`config.mk`:
```
export PLATFORM = sky130hd
export DESIGN_NAME = memory_arbiter
export DESIGN_NICKNAME = d
export VERILOG_FILES = /design/src/rtl/memory_arbiter_pkg.sv /design/src/rtl/bus_watchdog.sv /design/src/rtl/memory_arbiter.sv
export SDC_FILE = /design/constraint.sdc
export NUM_CORES = 1
export LEC_CHECK = 0
export CELL_PAD_IN_SITES_DETAIL_PLACEMENT = 1
export CELL_PAD_IN_SITES_GLOBAL_PLACEMENT = 2
export CORE_MARGIN = 3
export CORE_UTILIZATION = 22
export DETAILED_ROUTE_END_ITERATION = 6
export PLACE_DENSITY_LB_ADDON = 0.1
export REMOVE_ABC_BUFFERS = 1
export SLEW_MARGIN = 25
export SYNTH_ARGS = -nofsm -noshare
export SYNTH_HDL_FRONTEND = slang
export SYNTH_SLANG_ARGS = --single-unit
```
`constraint.sdc`:
```
create_clock -name clock -period 2.4 [get_ports clock]
set_clock_uncertainty 0.1 [all_clocks]
set_input_delay 0.24 -clock clock [delete_from_list [all_inputs] [get_ports clock]]
set_output_delay 0.24 -clock clock [all_outputs]
set_load 0.01 [all_outputs]
```
`src/rtl/memory_arbiter_pkg.sv`:
```
// Shared state encoding, port identifiers and default widths for the memory arbiter.
package memory_arbiter_pkg;

   localparam int          DEFAULT_ADDR_WIDTH     = 32;
   localparam int          DEFAULT_DATA_WIDTH     = 32;
   localparam int unsigned DEFAULT_TIMEOUT_CYCLES = 255;

   typedef enum logic [1:0] {
      STATE_IDLE = 2'd0,
      STATE_INST = 2'd1,
      STATE_DATA = 2'd2
   } state_t;

   typedef enum logic {
      PORT_INST = 1'b0,
      PORT_DATA = 1'b1
   } port_t;

endpackage

```
`src/rtl/bus_watchdog.sv`:
```
// Counts unacknowledged bus cycles and flags the cycle in which the access must be aborted.
module bus_watchdog #(
   parameter int unsigned TIMEOUT_CYCLES = 255
) (
   input  logic clock,
   input  logic reset,
   input  logic start,
   input  logic active,
   input  logic ack,
   output logic expired
);

   localparam int CW = (TIMEOUT_CYCLES > 1) ? $clog2(TIMEOUT_CYCLES) : 1;
   localparam logic [CW-1:0] LIMIT = CW'(TIMEOUT_CYCLES - 1);

   logic [CW-1:0] count;

   // Saturates at LIMIT so a lingering count can never wrap before the next grant clears it.
   always_ff @(posedge clock) begin
      if (reset || start) begin
         count <= '0;
      end else if (active && !ack && (count != LIMIT)) begin
         count <= count + CW'(1);
      end
   end

   assign expired = active && !ack && (count == LIMIT);

endmodule

```
`src/rtl/memory_arbiter.sv`:
```
// Arbitrates the shared memory bus between the fetch and load/store ports.
// Optional round-robin tie-breaking is enabled by defining MEMORY_ARBITER_ROUND_ROBIN_EN.
module memory_arbiter
   import memory_arbiter_pkg::*;
#(
   parameter int          ADDR_WIDTH     = DEFAULT_ADDR_WIDTH,
   parameter int          DATA_WIDTH     = DEFAULT_DATA_WIDTH,
   parameter int unsigned TIMEOUT_CYCLES = DEFAULT_TIMEOUT_CYCLES
) (
   input  logic                    clock,
   input  logic                    reset,
   input  logic                    inst_request,
   input  logic [ADDR_WIDTH-1:0]   inst_address,
   output logic [DATA_WIDTH-1:0]   inst_rdata,
   output logic                    inst_ready,
   input  logic                    data_request,
   input  logic                    data_write,
   input  logic [DATA_WIDTH/8-1:0] data_select,
   input  logic [ADDR_WIDTH-1:0]   data_address,
   input  logic [DATA_WIDTH-1:0]   data_wdata,
   output logic [DATA_WIDTH-1:0]   data_rdata,
   output logic                    data_ready,
   output logic                    bus_request,
   output logic                    bus_write,
   output logic [DATA_WIDTH/8-1:0] bus_select,
   output logic [ADDR_WIDTH-1:0]   bus_address,
   output logic [DATA_WIDTH-1:0]   bus_wdata,
   input  logic [DATA_WIDTH-1:0]   bus_rdata,
   input  logic                    bus_ack,
   output logic                    bus_error,
   output logic                    stall_request
);

   localparam int SEL_WIDTH = DATA_WIDTH / 8;

   state_t                state, state_next;
   logic                  bus_request_next;
   logic                  bus_write_next;
   logic [SEL_WIDTH-1:0]  bus_select_next;
   logic [ADDR_WIDTH-1:0] bus_address_next;
   logic [DATA_WIDTH-1:0] bus_wdata_next;
   logic [DATA_WIDTH-1:0] inst_rdata_next;
   logic [DATA_WIDTH-1:0] data_rdata_next;
   logic                  inst_ready_next;
   logic                  data_ready_next;
   logic                  bus_error_next;

   logic  inst_pend;
   logic  data_pend;
   logic  ack_seen;
   logic  expired;
   logic  done;
   logic  can_inst;
   logic  can_data;
   logic  grant;
   port_t grant_port;

`ifdef MEMORY_ARBITER_ROUND_ROBIN_EN
   port_t last_port;
`endif

   bus_watchdog #(
      .TIMEOUT_CYCLES(TIMEOUT_CYCLES)
   ) u_watchdog (
      .clock  (clock),
      .reset  (reset),
      .start  (grant),
      .active (bus_request),
      .ack    (bus_ack),
      .expired(expired)
   );

   // A port whose ready pulse is out this cycle is not pending, so its still-held request is not re-granted.
   always_comb begin
      inst_pend = inst_request && !inst_ready;
      data_pend = data_request && !data_ready;
      ack_seen  = bus_request && bus_ack;
      done      = ack_seen || expired;
      can_inst  = 1'b0;
      can_data  = 1'b0;
      case (state)
         STATE_IDLE: begin
            can_inst = inst_pend;
            can_data = data_pend;
         end
         STATE_INST: can_data = done && data_pend;
         STATE_DATA: can_inst = done && inst_pend;
         default: ;
      endcase
      grant = can_inst || can_data;
`ifdef MEMORY_ARBITER_ROUND_ROBIN_EN
      if (can_inst && can_data) begin
         grant_port = (last_port == PORT_DATA) ? PORT_INST : PORT_DATA;
      end else begin
         grant_port = can_data ? PORT_DATA : PORT_INST;
      end
`else
      grant_port = can_data ? PORT_DATA : PORT_INST;
`endif
   end

   always_comb begin
      state_next       = state;
      bus_request_next = bus_request;
      bus_write_next   = bus_write;
      bus_select_next  = bus_select;
      bus_address_next = bus_address;
      bus_wdata_next   = bus_wdata;
      inst_rdata_next  = '0;
      data_rdata_next  = '0;
      inst_ready_next  = 1'b0;
      data_ready_next  = 1'b0;
      bus_error_next   = 1'b0;

      if ((state != STATE_IDLE) && done) begin
         bus_error_next = !ack_seen;
         if (state == STATE_INST) begin
            inst_ready_next = 1'b1;
            inst_rdata_next = ack_seen ? bus_rdata : '0;
         end else begin
            data_ready_next = 1'b1;
            data_rdata_next = (ack_seen && !bus_write) ? bus_rdata : '0;
         end
         state_next       = STATE_IDLE;
         bus_request_next = 1'b0;
         bus_write_next   = 1'b0;
         bus_select_next  = '0;
         bus_address_next = '0;
         bus_wdata_next   = '0;
      end

      // A grant in the completion cycle overrides the return to idle, giving back-to-back cycles.
      if (grant) begin
         bus_request_next = 1'b1;
         if (grant_port == PORT_DATA) begin
            state_next       = STATE_DATA;
            bus_write_next   = data_write;
            bus_select_next  = data_select;
            bus_address_next = data_address;
            bus_wdata_next   = data_write ? data_wdata : '0;
         end else begin
            state_next       = STATE_INST;
            bus_write_next   = 1'b0;
            bus_select_next  = '1;
            bus_address_next = inst_address;
            bus_wdata_next   = '0;
         end
      end
   end

   always_ff @(posedge clock) begin
      if (reset) begin
         state       <= STATE_IDLE;
         bus_request <= 1'b0;
         bus_write   <= 1'b0;
         bus_select  <= '0;
         bus_address <= '0;
         bus_wdata   <= '0;
         inst_rdata  <= '0;
         data_rdata  <= '0;
         inst_ready  <= 1'b0;
         data_ready  <= 1'b0;
         bus_error   <= 1'b0;
      end else begin
         state       <= state_next;
         bus_request <= bus_request_next;
         bus_write   <= bus_write_next;
         bus_select  <= bus_select_next;
         bus_address <= bus_address_next;
         bus_wdata   <= bus_wdata_next;
         inst_rdata  <= inst_rdata_next;
         data_rdata  <= data_rdata_next;
         inst_ready  <= inst_ready_next;
         data_ready  <= data_ready_next;
         bus_error   <= bus_error_next;
      end
   end

`ifdef MEMORY_ARBITER_ROUND_ROBIN_EN
   // Starts as "data granted last" so the first tie goes to fetch.
   always_ff @(posedge clock) begin
      if (reset) begin
         last_port <= PORT_DATA;
      end else if (grant) begin
         last_port <= grant_port;
      end
   end
`endif

   assign stall_request = inst_pend || data_pend;

endmodule
```
# ---- Yosys cells after proc, flatten, opt, wreduce, memory -nomap -nowiden
# Cells that the tools add are included.
dict set report totals {
  ff_bits 147
  in_bits 138
  elab_cells 67
}
dict set report classes {
  n_addsub 1
  n_eq_ne 4
  n_mux 21
  bitwise_logic 4
  n_reduce_logical 25
}
# op n
set op_table {}
lappend op_table {{2-to-1 mux 32 bit} 6}
lappend op_table {{2-to-1 mux 4 bit} 3}
lappend op_table {{logical AND 1 bit} 10}
lappend op_table {{adder 8 x 1 -> 8 bit, second input constant} 1}
lappend op_table {{== test 8 bit, second input constant} 1}
lappend op_table {{inequality test 8 bit, second input constant} 1}
lappend op_table {{OR reduction 4 bit} 2}
lappend op_table {{2-to-1 mux 1 bit} 7}
lappend op_table {{2-to-1 mux 2 bit} 3}
lappend op_table {{zero test 1 bit} 5}
lappend op_table {{logical OR 1 bit} 4}
lappend op_table {{NOT 1 bit} 4}
lappend op_table {{one-hot mux 1 bit (2 select lines)} 2}
lappend op_table {{nonzero test 2 bit} 2}
lappend op_table {{== test 2 x 1 -> 1 bit, second input constant} 1}
lappend op_table {{== test 2 bit, second input constant} 1}
lappend op_table {{zero test 2 bit} 1}
lappend op_table {{OR reduction 2 bit} 1}

# ---- Longest topological paths before layout
dict set report logic_depth {
  word_depth 9
  mapped_depth 8
  depth_no_buf 6
}

# ---- Hierarchy
# Synthesis repeated with hierarchy kept, for this count alone.
dict set report unflattened {
  cells_unflattened 569
  area_unflattened_um2 5217.5
}
# mod instances cells_each area_each_um2
set modules_own_cells {}
lappend modules_own_cells {memory_arbiter 1 516 4753.3}
lappend modules_own_cells {bus_watchdog 1 53 464.2}

# ---- Worst setup path before layout
# No wires, ideal clock.
dict set report synth_timing {
  path_type {register to register}
  startpoint {register u_watchdog.count[0]}
  endpoint {register bus_wdata[22]}
  setup_time_ns 0.117
  arrival_ns 1.777
  slack_ns 0.406
  stages_incl_launch_ff 9
  n_path_buf 2
  period_less_slack_ns 1.994
  cell_sequence {dfxtp_1 inv_1 ha_1 and3_1 clkbuf_2 a211o_4 nor3b_4 buf_6 a22o_1}
}
dict set report synth_between {
  elab_chain_cells 8
  elab_cells_between_ends 13
}
# element line_no
set synth_rtl {}
lappend synth_rtl {{from (decl)} bus_watchdog.sv:16} ;# logic [CW-1:0] count;
lappend synth_rtl {{from (signal assigned)} bus_watchdog.sv:23} ;# count <= count + CW'(1);
lappend synth_rtl {{== test 8 bit *} bus_watchdog.sv:27} ;# assign expired = active && !ack && (count == LIMIT);
lappend synth_rtl {{logical AND 1 bit *} bus_watchdog.sv:27}
lappend synth_rtl {{logical OR 1 bit *} memory_arbiter.sv:78} ;# done = ack_seen || expired;
lappend synth_rtl {{logical AND 1 bit} memory_arbiter.sv:86} ;# STATE_INST: can_data = done && data_pend;
lappend synth_rtl {{one-hot mux 1 bit (2 select lines)} memory_arbiter.sv:81} ;# case (state)
lappend synth_rtl {{2-to-1 mux 1 bit} memory_arbiter.sv:98} ;# grant_port = can_data ? PORT_DATA : PORT_INST;
lappend synth_rtl {{2-to-1 mux 32 bit} memory_arbiter.sv:135} ;# if (grant_port == PORT_DATA) begin
lappend synth_rtl {{2-to-1 mux 32 bit} memory_arbiter.sv:133} ;# if (grant) begin
lappend synth_rtl {{to (signal assigned)} memory_arbiter.sv:170} ;# bus_wdata <= bus_wdata_next;
lappend synth_rtl {{to (decl)} memory_arbiter.sv:27} ;# output logic [DATA_WIDTH-1:0] bus_wdata,
# Every way passes the cells marked *; elsewhere a longest branch is shown, timed or not.
# A chain may end at the register's enable or synchronous reset.

# ---- Worst setup path in the final report
dict set report layout_timing {
  startpoint {register u_watchdog.count[0]}
  endpoint {register bus_wdata[8]}
}
# Same word-level chain as after synthesis.

==> insert_results.sql <==
INSERT INTO impl_metrics (metric_group, metric, value, unit) VALUES
('route', 'detail_route.wirelength.met1', '8600', 'um'),
('place', 'port_buffers', '275', ''),
('timing', 'rsz0062_at_grt', 'no', ''),
('route', 'drc', '0', ''),
('route', 'met3_wirelength', '1540', 'um'),
('pwr', 'p_leak', '3.51', 'nW'),
('pwr', 'design_power_total', '0.00664', 'W'),
('floorplanning', 'floorplan.die_area', '0.0257', 'mm^2'),
('finish', 'drive_gt1_share', '7.12', '%'),
('floorplanning', 'floorplan.rows', '55', ''),
('worst_setup_path', 'worstSetupEndpointType', 'flop', ''),
('route', 'post_detailed_routing_wire_length', '20100', 'um'),
('finish', 'syn2layout_area_growth', '71.7', '%'),
('clock_tree', 'cts.root.buffer_cell', 'sky130_fd_sc_hd__clkbuf_16', ''),
('flow_run', 'timing.max_cap.violations', '0', ''),
('timing', 'number_of_failing_hold_endpoints_at_the_final_stage', '0', ''),
('pwr', 'pwr_density_cell', '739', 'mW/mm^2'),
('clock_tree', 'cts_tree', 'built', ''),
('route', 'routed-wl-met2', '9580', 'um'),
('status', 'outcome', 'complete, no violations', ''),
('yosys', 'post_synthesis_cell_type_with_the_largest_combined_area', 'sky130_fd_sc_hd__dfxtp_1', ''),
('worst_setup_path', 'startpoint_type', 'flop', ''),
('timing', 'worst_slew_pin_slew', '599', 'ps'),
('global_routing', 'grt_use_total', '15.3', '%'),
('yosys', 'yosysWarningCount', '0', ''),
('yosys', 'post_synth_top_cells', 'sky130_fd_sc_hd__dfxtp_1 (147), sky130_fd_sc_hd__inv_1 (73), sky130_fd_sc_hd__and2_1 (64)', ''),
('place', 'final_weighted_congestion_of_routability_driven_global_placement', '0.761', ''),
('clock_tree', 'cts_setup_buffers', '0', ''),
('floorplanning', 'floorplan.initialDensity', '22.8', '%'),
('timing', 'timing.slew.headroom', '59.1', '%'),
('global_routing', 'grt_pass1_vias', '5136', ''),
('yosys', 'synthCells', '501', ''),
('timing', 'timing_max_transition_violations_final', '0', ''),
('worst_setup_path', 'worst-path-max-fanout', '33', ''),
('worst_setup_path', 'crit_required', '2610', 'ps'),
('route', 'ant_nets', '0', ''),
('yosys', 'post-synth-top-count-cell', 'sky130_fd_sc_hd__dfxtp_1', ''),
('yosys', 'synthTopCellsByArea', 'sky130_fd_sc_hd__dfxtp_1 (56%), sky130_fd_sc_hd__and2_1 (7.6%), sky130_fd_sc_hd__o211ai_1 (5.7%)', ''),
('route', 'detail_route.vias_per_cell', '4.37', ''),
('global_routing', 'first_pass_grt_wire_length', '30800', 'um'),
('clock_tree', 'cts.hold.buffers_added', '0', ''),
('clock_tree', 'ctsHtreeMaxLevel', '4', ''),
('clock_tree', 'tritoncts_buffer_count', '17', ''),
('finish', 'antenna_cells_inserted', '0', ''),
('hold_path', 'min_path_type', 'in -> reg', ''),
('global_routing', 'initial_antenna_violation_count', '0', ''),
('route', 'routed-via-count', '4805', ''),
('finish', 'stdcell_count', '1099', ''),
('route', 'topRoutingLayerUsed', 'met4', ''),
('worst_setup_path', 'worstPathArrival', '2470', 'ps'),
('yosys', 'syn-cell-area', '0.00524', 'mm^2'),
('timing', 'max_clock_freq', '443', 'MHz'),
('clock_tree', 'cts_resized', '0', ''),
('route', 'first_pass_iters', '4', ''),
('floorplanning', 'design.portCount', '276', ''),
('route', 'detail_route.wl_per_cell', '18.3', 'um'),
('yosys', 'synth_async_sr_flop_share', '0', '%'),
('floorplanning', 'floorplan.die.height', '160', 'um'),
('floorplanning', 'die_w', '160', 'um'),
('yosys', 'synth.avg_cell_area', '10.5', 'um^2'),
('timing', 'finalCritPeriodShare', '94.1', '%'),
('pwr', 'vdd_ir_drop_max', '0.359', 'mV'),
('clock_tree', 'worst_setup_hold_path_clk_slew', '70', 'ps'),
('yosys', 'synth-seq-area-share', '56.2', '%'),
('floorplanning', 'core', '0.0230', 'mm^2'),
('yosys', 'synth.ff_latch_count', '147', ''),
('timing', 'timing.final.crit_period', '2260', 'ps'),
('route', 'dr.first_iter.drc_count', '176', ''),
('yosys', 'synth.lib_cells_used.distinct', '48', ''),
('clock_tree', 'clkSinkCount', '147', ''),
('place', 'dpl.hpwl', '14100', 'um'),
('clock_tree', 'clock_insertion_delay_worst_skew', '430', 'ps'),
('finish', 'num-nets-final', '913', ''),
('clock_tree', 'number_of_buffers_on_the_longest_clock_path', '2', ''),
('global_routing', 'pin_count_of_the_biggest_net_entering_global_routing', '42', ''),
('yosys', 'top_area_cell_type_share_of_the_netlist_area', '56.2', '%'),
('worst_setup_path', 'worstSetupPathType', 'reg -> reg', ''),
('yosys', 'synth-edff-count', '0', ''),
('global_routing', 'grt.overflow.total', '0', ''),
('timing', 'setup_viol_count_final', '0', ''),
('place', 'placed_cells', '1066', ''),
('yosys', 'synth_flop_cell', 'sky130_fd_sc_hd__dfxtp_1', '');
[where the power goes]
| group | internal, W | total [W] | switching, W | leakage (nW) |
|---|---|---|---|---|
| clock network | 0.00158 | 0.00280 | 0.00122 | 0.296 |
| registers | 0.00260 | 0.00270 | 0.000106 | 1.19 |
| logic | 0.000616 | 0.00113 | 0.000518 | 2.02 |
[through the flow]
| step | area, um^2 | setup TNS (ps) | hold slack, ps | setup slack (ps) | utilization (%) |
|---|---|---|---|---|---|
| 3_5_place_dp | 8350 | -11.4 | 363 | -7.00 | 36.3 |
| 4_1_cts | 8960 | 0 | 263 | 24.9 | 39.0 |
| 3_3_place_gp | 8350 | 0 | 361 | 37.3 | 36.3 |
| 2_1_floorplan | 5050 | -25530 | 209 | -677 | - |
| 6_report | 8990 | 0 | 289 | 142 | 39.1 |
| 5_1_grt | 8990 | 0 | 279 | 58.8 | 39.1 |
[sequential cells by signal, indices dropped and copies added, names as in the netlist]
register and flops:
bus_address 32, bus_wdata 32, data_rdata 32, inst_rdata 32, u_watchdog.count 8, bus_select 4, state 2, bus_error 1
bus_request 1, bus_write 1, data_ready 1, inst_ready 1
[layout make-up]
cell class | count | area [um^2]
tap | 313 | 392
inverter | 73 | 274
timing repair buffer | 287 | 2880
clock inverter | 15 | 185
clock buffer | 17 | 425
sequential | 147 | 2940
fill | 2606 | 14000
multi-input combinational | 247 | 1890
[per-layer routing]
layer / vias up / track usage [%]
met5: - / 0
met4: 0 / 5.13
met3: 19 / 6.14
met2: 170 / 25.0
met1: 2312 / 18.4
li1: 2304 / -
[placed cells by master, fill, tap and decap left out, types with 2 or more instances in the layout]
| cell | Yosys | routed |
|---|---|---|
| sky130_fd_sc_hd__buf_12 | 0 | 3 |
| sky130_fd_sc_hd__and2_1 | 64 | 64 |
| sky130_fd_sc_hd__nand3_2 | 2 | 2 |
| sky130_fd_sc_hd__nor2_1 | 6 | 6 |
| sky130_fd_sc_hd__a22o_1 | 32 | 32 |
| sky130_fd_sc_hd__bufinv_16 | 0 | 2 |
| sky130_fd_sc_hd__nor4_1 | 2 | 2 |
| sky130_fd_sc_hd__nand4b_4 | 1 | 2 |
| sky130_fd_sc_hd__a21o_1 | 2 | 2 |
| sky130_fd_sc_hd__a21oi_1 | 7 | 7 |
| sky130_fd_sc_hd__nor3b_4 | 2 | 2 |
| sky130_fd_sc_hd__clkinvlp_4 | 0 | 2 |
| sky130_fd_sc_hd__nor2b_1 | 3 | 3 |
| sky130_fd_sc_hd__nand3b_1 | 2 | 2 |
| sky130_fd_sc_hd__o31ai_1 | 2 | 2 |
| sky130_fd_sc_hd__buf_4 | 0 | 8 |
| sky130_fd_sc_hd__o211ai_1 | 40 | 40 |
| sky130_fd_sc_hd__inv_8 | 0 | 4 |
| sky130_fd_sc_hd__o221ai_1 | 32 | 32 |
| sky130_fd_sc_hd__nand2_1 | 7 | 7 |
| sky130_fd_sc_hd__clkbuf_16 | 0 | 17 |
| sky130_fd_sc_hd__inv_1 | 73 | 73 |
| sky130_fd_sc_hd__xnor2_1 | 3 | 3 |
| sky130_fd_sc_hd__or3_1 | 2 | 2 |
| sky130_fd_sc_hd__a2111oi_0 | 3 | 3 |
| sky130_fd_sc_hd__inv_6 | 0 | 5 |
| sky130_fd_sc_hd__dfxtp_1 | 147 | 147 |
| sky130_fd_sc_hd__a31oi_1 | 2 | 2 |
| sky130_fd_sc_hd__ha_1 | 2 | 2 |
| sky130_fd_sc_hd__nand3_1 | 5 | 5 |
| sky130_fd_sc_hd__o21ai_0 | 5 | 5 |
| sky130_fd_sc_hd__clkdlybuf4s50_1 | 0 | 275 |
[path summary, 6_finish.rpt]
path / cells after the start / endpoint / slack [ps] / start
worst min register to register: 1 / bus_wdata[22]$_SDFFE_PP0P_ / 380 / bus_wdata[22]$_SDFFE_PP0P_
worst max-delay path: 7 / bus_wdata[8]$_SDFFE_PP0P_ / 140 / u_watchdog.count[0]$_SDFFE_PP0P_
worst max register to register: 7 / bus_wdata[8]$_SDFFE_PP0P_ / 140 / u_watchdog.count[0]$_SDFFE_PP0P_
worst min-delay path: 2 / inst_rdata[9]$_SDFF_PP0_ / 290 / bus_rdata[9]
[worst max-delay path, cell delays in order, from the launching register on]
cell                      delay (ps)
sky130_fd_sc_hd__dfxtp_1         420
sky130_fd_sc_hd__inv_1            90
sky130_fd_sc_hd__ha_1            220
sky130_fd_sc_hd__and3_1          290
sky130_fd_sc_hd__a211o_4         440
sky130_fd_sc_hd__nor3b_4         180
sky130_fd_sc_hd__buf_6           200
sky130_fd_sc_hd__a22o_1          210
[cells by family (layout without fill, tap and decap cells)]
family	count (synthesis)	in the layout	synth area share, %
flops	147	147	56.2
compound gates	135	135	20.9
buf+inv	108	392	8.74
simple gates	106	107	13.2
xor+xnor	3	3	0.502
fa+ha+maj	2	2	0.478
Note: power is estimated with default switching activity, not from simulation.
